--- config.mk ---
export PLATFORM = sky130hd
export DESIGN_NAME = mem_arbiter
export DESIGN_NICKNAME = d
export VERILOG_FILES = /design/src/rtl/mem_arb_pkg.sv /design/src/rtl/mem_arb_pick.sv /design/src/rtl/mem_arbiter.sv
export SDC_FILE = /design/constraint.sdc
export NUM_CORES = 1
export LEC_CHECK = 0
export CORE_AREA = 2 2 289 291
export DETAILED_ROUTE_END_ITERATION = 7
export DIE_AREA = 0 0 291 293
export PLACE_DENSITY = 0.46
export SYNTH_ARGS = -nofsm -noshare
export SYNTH_HDL_FRONTEND = slang
export SYNTH_SLANG_ARGS = --single-unit
--- constraint.sdc ---
create_clock -name clock -period 48.9 [get_ports clock]
set_input_delay 12.225 -clock clock [delete_from_list [all_inputs] [get_ports clock]]
set_output_delay 12.225 -clock clock [all_outputs]
set_load 0.1 [all_outputs]
--- src/rtl/mem_arb_pkg.sv ---
// Shared types and default widths for the icache/dcache main-memory arbiter.
package mem_arb_pkg;

  localparam int MEM_ADDR_W = 28;
  localparam int MEM_DATA_W = 128;

  typedef enum logic [1:0] {
    IDLE,
    GRANT_I,
    GRANT_D
  } state_t;

  typedef enum logic {
    GNT_I,
    GNT_D
  } grant_t;

endpackage

--- src/rtl/mem_arb_pick.sv ---
// Two-way round-robin picker: a lone requester wins, a tie goes to the port
// that was not granted last.
module mem_arb_pick
  import mem_arb_pkg::*;
(
  input  logic   pend_i,
  input  logic   pend_d,
  input  grant_t last_grant,
  output grant_t grant,
  output logic   valid
);

  always_comb begin
    valid = pend_i | pend_d;
    grant = GNT_I;
    if (pend_i && pend_d) begin
      grant = (last_grant == GNT_I) ? GNT_D : GNT_I;
    end else if (pend_d) begin
      grant = GNT_D;
    end
  end

endmodule

--- src/rtl/mem_arbiter.sv ---
// Shares one line-wide main memory between the icache (read-only) and the
// dcache (read/write), running one latched transaction at a time.
module mem_arbiter
  import mem_arb_pkg::*;
#(
  parameter int ADDR_W = MEM_ADDR_W,
  parameter int DATA_W = MEM_DATA_W
) (
  input  logic              clock,
  input  logic              reset,
  input  logic              i_read,
  input  logic [ADDR_W-1:0] i_address,
  output logic [DATA_W-1:0] i_readdata,
  output logic              i_busywait,
  input  logic              d_read,
  input  logic              d_write,
  input  logic [ADDR_W-1:0] d_address,
  input  logic [DATA_W-1:0] d_writedata,
  output logic [DATA_W-1:0] d_readdata,
  output logic              d_busywait,
  output logic              mem_read,
  output logic              mem_write,
  output logic [ADDR_W-1:0] mem_address,
  output logic [DATA_W-1:0] mem_writedata,
  input  logic [DATA_W-1:0] mem_readdata,
  input  logic              mem_busywait
);

  state_t            state;
  grant_t            last_grant;
  logic              seen_busy;
  logic [ADDR_W-1:0] op_addr;
  logic              op_wr;
  logic [DATA_W-1:0] op_wdata;
  logic [DATA_W-1:0] i_hold;
  logic [DATA_W-1:0] d_hold;
  logic              read_q;
  logic              write_q;

  logic   pend_i;
  logic   pend_d;
  grant_t pick_grant;
  logic   pick_valid;
  logic   done;
  logic   done_i;
  logic   done_d;

  assign pend_i = i_read;
  assign pend_d = d_read | d_write;

  mem_arb_pick u_pick (
    .pend_i    (pend_i),
    .pend_d    (pend_d),
    .last_grant(last_grant),
    .grant     (pick_grant),
    .valid     (pick_valid)
  );

  // Memory must have been seen busy at least once; an early low busywait is
  // just a memory that has not reacted yet.
  assign done   = (state != IDLE) & seen_busy & ~mem_busywait;
  assign done_i = (state == GRANT_I) & done;
  assign done_d = (state == GRANT_D) & done;

  always_ff @(posedge clock or posedge reset) begin
    if (reset) begin
      state      <= IDLE;
      last_grant <= GNT_I;
      seen_busy  <= 1'b0;
      op_addr    <= '0;
      op_wr      <= 1'b0;
      op_wdata   <= '0;
      i_hold     <= '0;
      d_hold     <= '0;
      read_q     <= 1'b0;
      write_q    <= 1'b0;
    end else begin
      case (state)
        IDLE: begin
          seen_busy <= 1'b0;
          if (pick_valid) begin
            state      <= (pick_grant == GNT_I) ? GRANT_I : GRANT_D;
            last_grant <= pick_grant;
            op_addr    <= (pick_grant == GNT_I) ? i_address : d_address;
            op_wr      <= (pick_grant == GNT_D) & d_write;
            op_wdata   <= d_writedata;
            read_q     <= ~((pick_grant == GNT_D) & d_write);
            write_q    <= (pick_grant == GNT_D) & d_write;
          end
        end
        GRANT_I, GRANT_D: begin
          if (done) begin
            state     <= IDLE;
            seen_busy <= 1'b0;
            read_q    <= 1'b0;
            write_q   <= 1'b0;
            // Returned line lands in the owner's hold even if it dropped its request.
            if (!op_wr && state == GRANT_I) i_hold <= mem_readdata;
            if (!op_wr && state == GRANT_D) d_hold <= mem_readdata;
          end else if (mem_busywait) begin
            seen_busy <= 1'b1;
          end
        end
        default: state <= IDLE;
      endcase
    end
  end

  assign mem_read      = read_q;
  assign mem_write     = write_q;
  assign mem_address   = op_addr;
  assign mem_writedata = op_wdata;

  assign i_busywait = ~reset & pend_i & ~done_i;
  assign d_busywait = ~reset & pend_d & ~done_d;
  assign i_readdata = done_i ? mem_readdata : i_hold;
  assign d_readdata = done_d ? mem_readdata : d_hold;

endmodule

== Word level (Yosys, flattened, before mapping) ==
Cells that the tools add are included.

* Flip-flop bits (word level): 419
* Input bits: 318
* Output and inout port bits: 416

* Eq/ne operators: 5
* Mux-type cells: 18
* Bitwise gates (word level): 16
* Reduce and logical (&&, ||, !) cells: 14

{| class="wikitable"
|+ Operators with widths
! kind !! number
|-
| $mux 128 || 2
|-
| $mux 28 || 1
|-
| $and 1x1->1 || 9
|-
| $reduce_and 3->1 || 3
|-
| $mux 1 || 8
|-
| $mux 2 || 3
|-
| $pmux 1 s2 || 3
|-
| $reduce_and 2->1 || 3
|-
| $not 1->1 || 5
|-
| $ne 2x2->1 const B || 2
|-
| $pmux 2 s2 || 1
|-
| $reduce_bool 2->1 || 2
|-
| $logic_and 1x1->1 || 3
|-
| $ne 3x3->1 const B || 1
|-
| $eq 2x1->1 const B || 1
|-
| $eq 2x2->1 const B || 1
|-
| $logic_not 2->1 || 1
|-
| $or 1x1->1 || 2
|-
| $reduce_or 2->1 || 1
|-
| $logic_not 1->1 || 1
|}

== Logic depth before layout (Yosys ltp) ==
Gate-level depths: netlist of the first run.

* Depth after elaboration: 7
* Gate-level depth with buffers: 8

== Hierarchy ==
Synthesis of the first run repeated with hierarchy kept, for this count alone.

* Cells, all modules: 1260
* Area total of the unflattened synthesis: 18920.6 µm²

{| class="wikitable"
|+ Modules (own cells, without submodules)
! module !! times used !! cells each !! area each (µm²)
|-
| mem_arbiter || 1 || 1258 || 18906.9
|-
| mem_arb_pick || 1 || 2 || 13.8
|}

== Worst setup path after synthesis of the first run ==
No wires, ideal clock.

* Kind: input to output
* Start point: input port mem_busywait
* End point: output port i_busywait
* Arrival time: 15030 ps
* Required time: 36675 ps
* Setup slack: 21645 ps
* Stages: 4
* Buffers on the path: 2
* Path through: and4bb_2 buf_2 buf_2 nor3b_1

* Cells in the longest elaborated chain, start to end: 5

{| class="wikitable"
|+ RTL lines
! item !! RTL line !! text
|-
| start: declaration || mem_arbiter.sv:26 || <nowiki>input logic mem_busywait</nowiki>
|-
| $not 1->1 || mem_arbiter.sv:61 || <nowiki>assign done = (state != IDLE) & seen_busy & ~mem_busywait;</nowiki>
|-
| $and 1x1->1 || mem_arbiter.sv:61 ||
|-
| $and 1x1->1 || mem_arbiter.sv:62 || <nowiki>assign done_i = (state == GRANT_I) & done;</nowiki>
|-
| $not 1->1 || mem_arbiter.sv:114 || <nowiki>assign i_busywait = ~reset & pend_i & ~done_i;</nowiki>
|-
| $and 1x1->1 || mem_arbiter.sv:114 ||
|-
| end: declaration || mem_arbiter.sv:14 || <nowiki>output logic i_busywait,</nowiki>
|}

Every way passes these cells.

== Final worst setup path of the first run ==
* Start point: input port mem_busywait
* End point: output port d_readdata[108]

* Cells in the longest elaborated chain, start to end: 4

{| class="wikitable"
|+ RTL lines
! item !! RTL line !! text
|-
| $not 1->1 || mem_arbiter.sv:61 ||
|-
| $and 1x1->1 || mem_arbiter.sv:61 ||
|-
| $and 1x1->1 || mem_arbiter.sv:63 || <nowiki>assign done_d = (state == GRANT_D) & done;</nowiki>
|-
| $mux 128 || mem_arbiter.sv:117 || <nowiki>assign d_readdata = done_d ? mem_readdata : d_hold;</nowiki>
|-
| end: declaration || mem_arbiter.sv:19 || <nowiki>output logic [DATA_W-1:0] d_readdata,</nowiki>
|}

Every way passes these cells.

==> out/results.tsv, run 1 <==
stage	metric	value	unit
detailed_routing	Routed WL	70800	um
timing	Rel. slew slack	7.08	%
detailed_routing	Avg WL per Cell	23.1	um
clocking	total CTS buffers	52	
status	status	completed	
final_layout	nets	2275	
timing	fin crit share	57.2	%
clocking	post_cts resized	0	
clocking	maximum root-to-sink buffer count	3	
floorplan	DIE AREA	85300	um^2
place	Port Buffers	733	
timing	final hold viol count	0	
floorplan	core area	81800	um^2
detailed_routing	remaining antenna violation count	0	
clocking	CTS Hold Bufs	0	
floorplan	Initial Util	23.1	%
timing	Post-Route Setup TNS	0	ps
timing	worst-margin pin slew	1390	ps
detailed_routing	routed vias/inst	4.32	
timing	fin crit period	27950	ps
flow_run	Max-Cap Viols	0	
synth	Mean Syn Cell Area	15.3	um^2
synth	syn_nets	1555	
global_routing	global-route wire length before repair	103000	um
clocking	CTS clock-pin slew for the worst setup and hold paths	50	ps
worst_setup_path	CP max FO	45	
clocking	CTS H-tree depth	2	
global_routing	gr usage total	16.1	%
clocking	Post-CTS Setup Inserts	0	
timing	WHS	500	ps
global_routing	GRT overflow	0	
place	GP Congestion	0.796	
clocking	Clock Sinks	419	
final_layout	Final Util	35.5	%
worst_hold_path	worst hold-check path type	reg2reg	
clocking	clock insertion delay at the later pin of the skew report	590	ps
detailed_routing	vias post-DR	13300	
clocking	Clk Tree Root Cell	clkbuf_16	
global_routing	vias in the first global route	14800	
final_layout	share of cells above drive strength 1	37.7	%
detailed_routing	detailed router's first-iteration violation count	486	
clocking	CTS tree	done	
floorplan	Ports	734	
final_layout	FF/Latch Area	10500	um^2
final_layout	Area growth syn-to-layout	53.8	%
detailed_routing	drt pass-1 iters	4	
worst_setup_path	Critical Path RT	36670	ps
worst_setup_path	R2R setup slack	44590	ps
worst_setup_path	CP Launch Type	input port	
worst_setup_path	element type at the critical path end	output port	
synth	Distinct cells, synth	30	
final_layout	fill count	7951	
worst_setup_path	kind of critical path	in2out	
floorplan	die width	291	um
synth	sequential element share of the synthesized area	55.6	%
global_routing	initial antenna violation count	10	
synth	Ys Warns	0	
synth	post-synthesis cell count	1234	
timing	# setup viols final	0	
timing	Max Freq	0.0358	GHz
worst_setup_path	Worst EP arrival	15720	ps
floorplan	Die Ht	293	um
final_layout	area of the multi-input gates	7930	um^2
place	DP HPWL	52200	um
timing	Clock Skews	16.9	ps
synth	Yosys reg bits	419	
timing	max-slew violations	0	
floorplan	site row count	105	
synth	Netlist Area Pre-Place	18900	um^2
global_routing	largest net degree at the start of global routing	147	
timing	RSZ-0062 raised after global routing	no	
detailed_routing	DRC Markers	0	
## state kept, by name, indices dropped and copies added, names as in the netlist
signal and flops:
mem_address 28, op_wr 1, d_hold 128, last_grant 1, mem_writedata 128, mem_write 1, state 2, mem_read 1
seen_busy 1, i_hold 128
## cell usage after synthesis (all sizes together)
cell type / n / area share [%]
a21boi: 1 / 0.040
o32ai: 1 / 0.046
o211a: 1 / 0.053
dfrtp: 419 / 56
buf: 70 / 2.1
a21oi: 3 / 0.080
nand2: 1 / 0.020
nor3: 1 / 0.027
a32o: 1 / 0.053
a2111oi: 1 / 0.046
and3: 29 / 0.96
inv: 5 / 0.099
o2bb2ai: 1 / 0.046
nand3b: 1 / 0.040
clkbuf: 14 / 0.28
nor2: 2 / 0.040
a221o: 28 / 1.5
or2: 1 / 0.033
a22o: 3 / 0.14
a22oi: 1 / 0.040
o21ai: 1 / 0.046
nor3b: 3 / 0.15
a211o: 1 / 0.046
ha: 3 / 0.20
and4bb: 2 / 0.13
mux2: 640 / 38
## critical path, cell delays in order
cell and delay (ps):
clkdlybuf4s50_1 460, and4bb_4 550, buf_4 640, mux2_2 290, clkdlybuf4s50_1 1390
## routing by layer
layer	global-route usage, %	share of wire (%)
met5	0	0.076
met4	3.63	2.3
met3	4.91	7.3
met2	30.6	53
met1	17.5	37
## cell usage in the layout (no fill, tap or decap), types with 2 or more instances in the layout
| cell type | count |
|---|---|
| a221o_1 | 28 |
| and3_1 | 29 |
| clkinv_2 | 5 |
| clkinvlp_4 | 5 |
| inv_1 | 4 |
| clkbuf_16 | 53 |
| clkbuf_1 | 13 |
| a22o_1 | 3 |
| diode_2 | 4 |
| clkdlybuf4s50_1 | 728 |
| mux2_2 | 640 |
| inv_6 | 2 |
| ha_1 | 3 |
| a21oi_1 | 3 |
| nor2_1 | 2 |
| dfrtp_1 | 419 |
| buf_4 | 21 |
| and4bb_4 | 2 |
| nor3b_1 | 2 |
| bufinv_16 | 4 |
| clkbuf_8 | 14 |
## worst paths after layout
| check | start | end | cells past startpoint |
|---|---|---|---|
| worst min register to register | d_hold[45] | d_hold[45] | 1 |
| min in group asynchronous | reset | i_hold[123] | 2 |
| worst min-delay path | d_hold[45] | d_hold[45] | 1 |
| worst max-delay path | mem_busywait | d_readdata[108] | 5 |
| worst max register to register | state[0] | i_hold[63] | 8 |
| max in group asynchronous | reset | d_hold[103] | 4 |
## cell families after synthesis
kind of cell | count (synthesis) | share of synthesized area (%)
buf+inv | 89 | 2.51
compound gates | 43 | 2.12
fa+ha+maj | 3 | 0.199
mux | 640 | 38.2
flops | 419 | 55.6
simple gates | 40 | 1.40
## cell type report
type	count	area share, %
antenna	4	0.0345
clock buffer	80	5.40
clock inverter	16	0.690
inverter	5	0.0905
multi-input combinational	726	27.3
sequential	419	36.1
tap	1070	4.61
timing repair buffer	750	25.7
## per-stage QoR
| step | setup slack (ps) | instances | instance area [um^2] |
|---|---|---|---|
| 2_1_floorplan | 21640 | 1234 | 18900 |
| 3_3_place_gp | 20880 | 2970 | 27200 |
| 3_5_place_dp | 20910 | 2970 | 27200 |
| 4_1_cts | 20890 | 3066 | 29000 |
| 5_1_grt | 20810 | 3067 | 29000 |
| 6_report | 20950 | 3070 | 29000 |
Power of run 1 is not shown: default switching activity piles up to over one toggle a cycle in this logic, so the estimate is an artifact.
==> run 2, diff against run 1 <==
==> constraint.sdc (replaced) <==
create_clock -name clock -period 27.9 [get_ports clock]
set_input_delay 6.975 -clock clock [delete_from_list [all_inputs] [get_ports clock]]
set_output_delay 6.975 -clock clock [all_outputs]
set_load 0.1 [all_outputs]
==> run 2 against run 1 <==
  * Clock skew rose by 17 ps
  * Flip-flop and latch count did not move
  * Design area fell by 0.28%
  * Die area did not move
  * Sequential share of layout area rose by 0.10 points
  * Critical path depth did not move
  * Non-clock buffer count fell by 1
  * Largest cell class unchanged
  * Highest routed layer unchanged
  * Count of clock-buffer cells in the layout rose by 5
  * Hold slack barely moved
  * Cell count barely moved
  * Wire length fell by 0.17%
==> out/results.tsv, run 2 (synthesized netlist as in run 1, its figures left out) <==
stage	metric	value	unit
clocking	CTS tree	done	
clocking	Clock Sinks	419	
timing	WHS	500	ps
final_layout	area of the multi-input gates	7930	um^2
worst_setup_path	r2r worst-path depth	7	
clocking	clock insertion delay at the later pin of the skew report	590	ps
global_routing	GRT overflow	0	
worst_setup_path	worst r2r src	state[0]	
detailed_routing	drt pass-1 iters	4	
timing	final hold viol count	0	
final_layout	nets	2275	
place	Port Buffers	733	
clocking	total CTS buffers	53	
worst_setup_path	Critical Path RT	20920	ps
detailed_routing	detailed router's first-iteration violation count	361	
worst_hold_path	hold_sp	d_hold[66]	
worst_setup_path	CP Launch Type	input port	
clocking	Post-CTS Setup Inserts	0	
timing	Rel. slew slack	6.72	%
timing	RSZ-0062 raised after global routing	no	
timing	worst-margin pin slew	1390	ps
floorplan	Die Ht	293	um
clocking	Clk Tree Root Cell	clkbuf_16	
final_layout	commonest non-fill, non-tap cell in the layout	clkdlybuf4s50_1	
clocking	maximum root-to-sink buffer count	3	
clocking	CTS clock-pin slew for the worst setup and hold paths	50	ps
final_layout	Area growth syn-to-layout	53.4	%
final_layout	share of cells above drive strength 1	37.4	%
floorplan	DIE AREA	85300	um^2
global_routing	initial antenna violation count	11	
timing	Post-Route Setup TNS	0	ps
floorplan	site row count	105	
global_routing	largest net degree at the start of global routing	134	
final_layout	fill count	7991	
worst_setup_path	r2r endpoint	i_hold[108]	
detailed_routing	DRC Markers	0	
timing	Clock Skews	33.7	ps
floorplan	Initial Util	23.1	%
floorplan	die width	291	um
detailed_routing	vias post-DR	13300	
floorplan	core area	81800	um^2
worst_setup_path	element type at the critical path end	output port	
clocking	CTS Hold Bufs	0	
worst_hold_path	Worst Hold Endpoint	d_hold[66]	
timing	fin crit share	62.4	%
status	status	completed	
place	GP Congestion	0.811	
clocking	post_cts resized	0	
worst_setup_path	slowest stage delay, CP	1190	ps
final_layout	most frequent cells in the layout	728 x clkdlybuf4s50_1, 640 x mux2_2, 419 x dfrtp_1, 55 x clkbuf_16, 29 x and3_1	
worst_setup_path	CP max FO	68	
worst_setup_path	critical-path cell list	clkdlybuf4s50_1, and4bb_4, buf_4, mux2_2, clkdlybuf4s50_1	
detailed_routing	remaining antenna violation count	0	
worst_setup_path	Worst EP arrival	10440	ps
place	DP HPWL	52300	um
worst_setup_path	most frequent cell on the critical path	clkdlybuf4s50_1	
timing	max-slew violations	0	
detailed_routing	Avg WL per Cell	23.0	um
flow_run	Max-Cap Viols	0	
global_routing	global-route wire length before repair	103000	um
worst_setup_path	R2R setup slack	23060	ps
timing	Max Freq	0.0574	GHz
global_routing	vias in the first global route	14600	
worst_hold_path	Hold Crit Depth	1	
global_routing	gr usage total	16.1	%
clocking	CTS H-tree depth	2	
timing	# setup viols final	0	
worst_hold_path	worst hold-check path type	reg2reg	
detailed_routing	Routed WL	70700	um
worst_setup_path	CP max stage cell	clkdlybuf4s50_1	
floorplan	Ports	734	
worst_setup_path	kind of critical path	in2out	
timing	fin crit period	17410	ps
detailed_routing	routed vias/inst	4.35	
final_layout	FF/Latch Area	10500	um^2
==> run 2: layer usage <==
metal / share of wire (%) / GRT usage (%)
met5: 0.048 / 0
met4: 2.1 / 3.54
met2: 54 / 30.2
met3: 7.1 / 5.14
met1: 37 / 17.5
==> run 2: layout make-up <==
cell class | count | share of cell area, %
Antenna cell | 1 | 0.00865
Clock buffer | 85 | 5.52
Clock inverter | 13 | 0.354
Inverter | 5 | 0.0908
Multi-Input combinational cell | 726 | 27.4
Sequential cell | 419 | 36.2
Tap cell | 1070 | 4.63
Timing Repair Buffer | 749 | 25.8
==> run 2: per-stage QoR <==
step / utilization (%) / cells / cell area [um^2] / setup slack [ps]
final: 35.4 / 3068 / 28900 / 10490
after global routing: 35.4 / 3067 / 28900 / 10350
after CTS: 35.4 / 3067 / 28900 / 10400
after detailed placement: 33.3 / 2969 / 27200 / 10410
after global placement: 33.3 / 2969 / 27200 / 10430
after floorplan: - / 1234 / 18900 / 9260
==> run 2: how the worst max path moves through the flow <==
stage,startpoint,to,slack (ps),depth (start not counted)
floorplan,reset,d_hold[0],9260,1
global placement,mem_busywait,d_readdata[108],10430,5
detailed placement,mem_busywait,d_readdata[108],10410,5
CTS,mem_busywait,d_readdata[108],10400,5
global route,mem_busywait,i_readdata[116],10350,5
finish,mem_busywait,d_readdata[48],10490,5
==> run 2: critical path, delay by kind of cell <==
kind	cells	cell delay, ps
multiplexers	1	310
AND/OR/NAND/NOR	1	560
buffers and inverters	3	2480
Power of run 2 is left out for the same reason.
==> run 3, diff against run 2 <==
==> constraint.sdc (replaced) <==
create_clock -name clock -period 18.2 [get_ports clock]
set_input_delay 4.55 -clock clock [delete_from_list [all_inputs] [get_ports clock]]
set_output_delay 4.55 -clock clock [all_outputs]
set_load 0.1 [all_outputs]
==> run 3 against run 2 <==
  * Clock skew down 17 ps
  * Die area unchanged
  * Non-clock buffer count down 1
  * Hold slack worse by 2.4 ps
  * First-iteration DRC count up 14%
  * Design area about the same
  * Setup slack worse by 5300 ps
  * Global-route usage about the same
  * Wire length about the same
  * Via count down 0.78%
  * Flip-flop and latch count unchanged
  * Critical endpoint is now i_readdata[51]
==> out/results.tsv, run 3 (synthesized netlist as in run 1, its figures left out) <==
stage	metric	value	unit
status	status	completed	
clocking	post_cts resized	0	
global_routing	routing usage on met3	4.65	%
timing	Clock Skews	16.9	ps
final_layout	Area growth syn-to-layout	53.3	%
clocking	CTS clock-pin slew for the worst setup and hold paths	50	ps
floorplan	core area	81800	um^2
detailed_routing	routed vias/inst	4.33	
floorplan	Initial Util	23.1	%
timing	# setup viols final	0	
detailed_routing	detailed router's first-iteration violation count	413	
clocking	Post-CTS Setup Inserts	0	
timing	max-slew violations	0	
floorplan	Die Ht	293	um
worst_setup_path	kind of critical path	in2out	
floorplan	site row count	105	
final_layout	area of the multi-input gates	7930	um^2
clocking	CTS H-tree depth	2	
final_layout	most frequent cells in the layout	728 x clkdlybuf4s50_1, 640 x mux2_2, 419 x dfrtp_1, 53 x clkbuf_16, 29 x and3_1	
final_layout	nets	2273	
global_routing	met1 usage	17.8	%
place	GP Congestion	0.806	
timing	fin crit share	71.4	%
timing	Max Freq	0.0770	GHz
clocking	total CTS buffers	52	
floorplan	DIE AREA	85300	um^2
floorplan	die width	291	um
worst_setup_path	Critical Path RT	13650	ps
detailed_routing	DRC Markers	0	
global_routing	GRT overflow	0	
global_routing	gr busiest metal	met2	
clocking	clock insertion delay at the later pin of the skew report	590	ps
global_routing	vias in the first global route	14700	
timing	RSZ-0062 raised after global routing	no	
global_routing	largest net degree at the start of global routing	142	
clocking	Clock Sinks	419	
global_routing	routing usage on met2	30.3	%
global_routing	global-route wire length before repair	103000	um
clocking	maximum root-to-sink buffer count	3	
clocking	Clk Tree Root Cell	clkbuf_16	
global_routing	initial antenna violation count	7	
timing	final hold viol count	0	
detailed_routing	Routed WL	70600	um
worst_setup_path	CP max FO	66	
detailed_routing	remaining antenna violation count	0	
detailed_routing	vias post-DR	13200	
detailed_routing	Avg WL per Cell	23.1	um
final_layout	ant diodes	0	
detailed_routing	drt pass-1 iters	6	
worst_setup_path	element type at the critical path end	output port	
final_layout	FF/Latch Area	10500	um^2
place	DP HPWL	52400	um
global_routing	gr usage total	16.1	%
final_layout	commonest non-fill, non-tap cell in the layout	clkdlybuf4s50_1	
worst_setup_path	Worst EP arrival	8440	ps
flow_run	Max-Cap Viols	0	
clocking	CTS Hold Bufs	0	
worst_hold_path	worst hold-check path type	reg2reg	
timing	Rel. slew slack	16.4	%
clocking	CTS tree	done	
worst_setup_path	CP Launch Type	input port	
final_layout	fill count	7973	
timing	fin crit period	12990	ps
final_layout	share of cells above drive strength 1	37.5	%
place	Port Buffers	733	
timing	worst-margin pin slew	1250	ps
floorplan	Ports	734	
timing	Post-Route Setup TNS	0	ps
-- run 3: cell types whose count changed in the layout (fill, tap and decap cells not counted), sizes merged --
cell,previous run,this run
clkbuf,85,78
inv,6,7
clkinvlp,2,1
diode,1,0
bufinv,1,3
buf,21,20
-- run 3: routing by layer --
layer / share of wire (%) / up-vias / wire length [um]
met5: 0.018 / - / 13
met1: 38 / 6736 / 26700
li1: - / 5950 / -
met4: 1.8 / 2 / 1280
met3: 6.8 / 84 / 4790
met2: 54 / 469 / 37900
-- run 3: worst max-delay path: stages --
cell and delay (ps):
clkdlybuf4s50_1 450, and4bb_4 1100, buf_4 820, mux2_2 290, clkdlybuf4s50_1 1140
-- run 3: path summary, 6_finish.rpt --
check	slack (ps)	startpoint	to	cells after the start
worst min register to register	500	d_hold[53]	d_hold[53]	1
worst max-delay path	5210	mem_busywait	i_readdata[51]	5
min in group asynchronous	4480	reset	mem_address[24]	2
max in group asynchronous	11420	reset	mem_writedata[17]	4
worst max register to register	13880	state[0]	i_hold[51]	6
worst min-delay path	500	d_hold[53]	d_hold[53]	1
-- run 3: final cells by class --
cell class,count,area share (%)
Tap cell,1070,4.63
Timing Repair Buffer,748,25.7
Clock buffer,78,5.29
Inverter,5,0.0908
Sequential cell,419,36.2
Clock inverter,15,0.580
Multi-Input combinational cell,726,27.4
-- run 3: stage by stage --
| step | cells | setup slack, ps | area, um^2 | hold WS [ps] | utilization [%] |
|---|---|---|---|---|---|
| 2_1_floorplan | 1234 | 1990 | 18900 | 475 | - |
| 3_3_place_gp | 2968 | 5190 | 27200 | 482 | 33.3 |
| 3_5_place_dp | 2968 | 5100 | 27200 | 490 | 33.3 |
| 4_1_cts | 3061 | 5080 | 28900 | 503 | 35.3 |
| 5_1_grt | 3061 | 4970 | 28900 | 507 | 35.3 |
| 6_report | 3061 | 5210 | 28900 | 498 | 35.3 |
Power of run 3 is left out for the same reason.
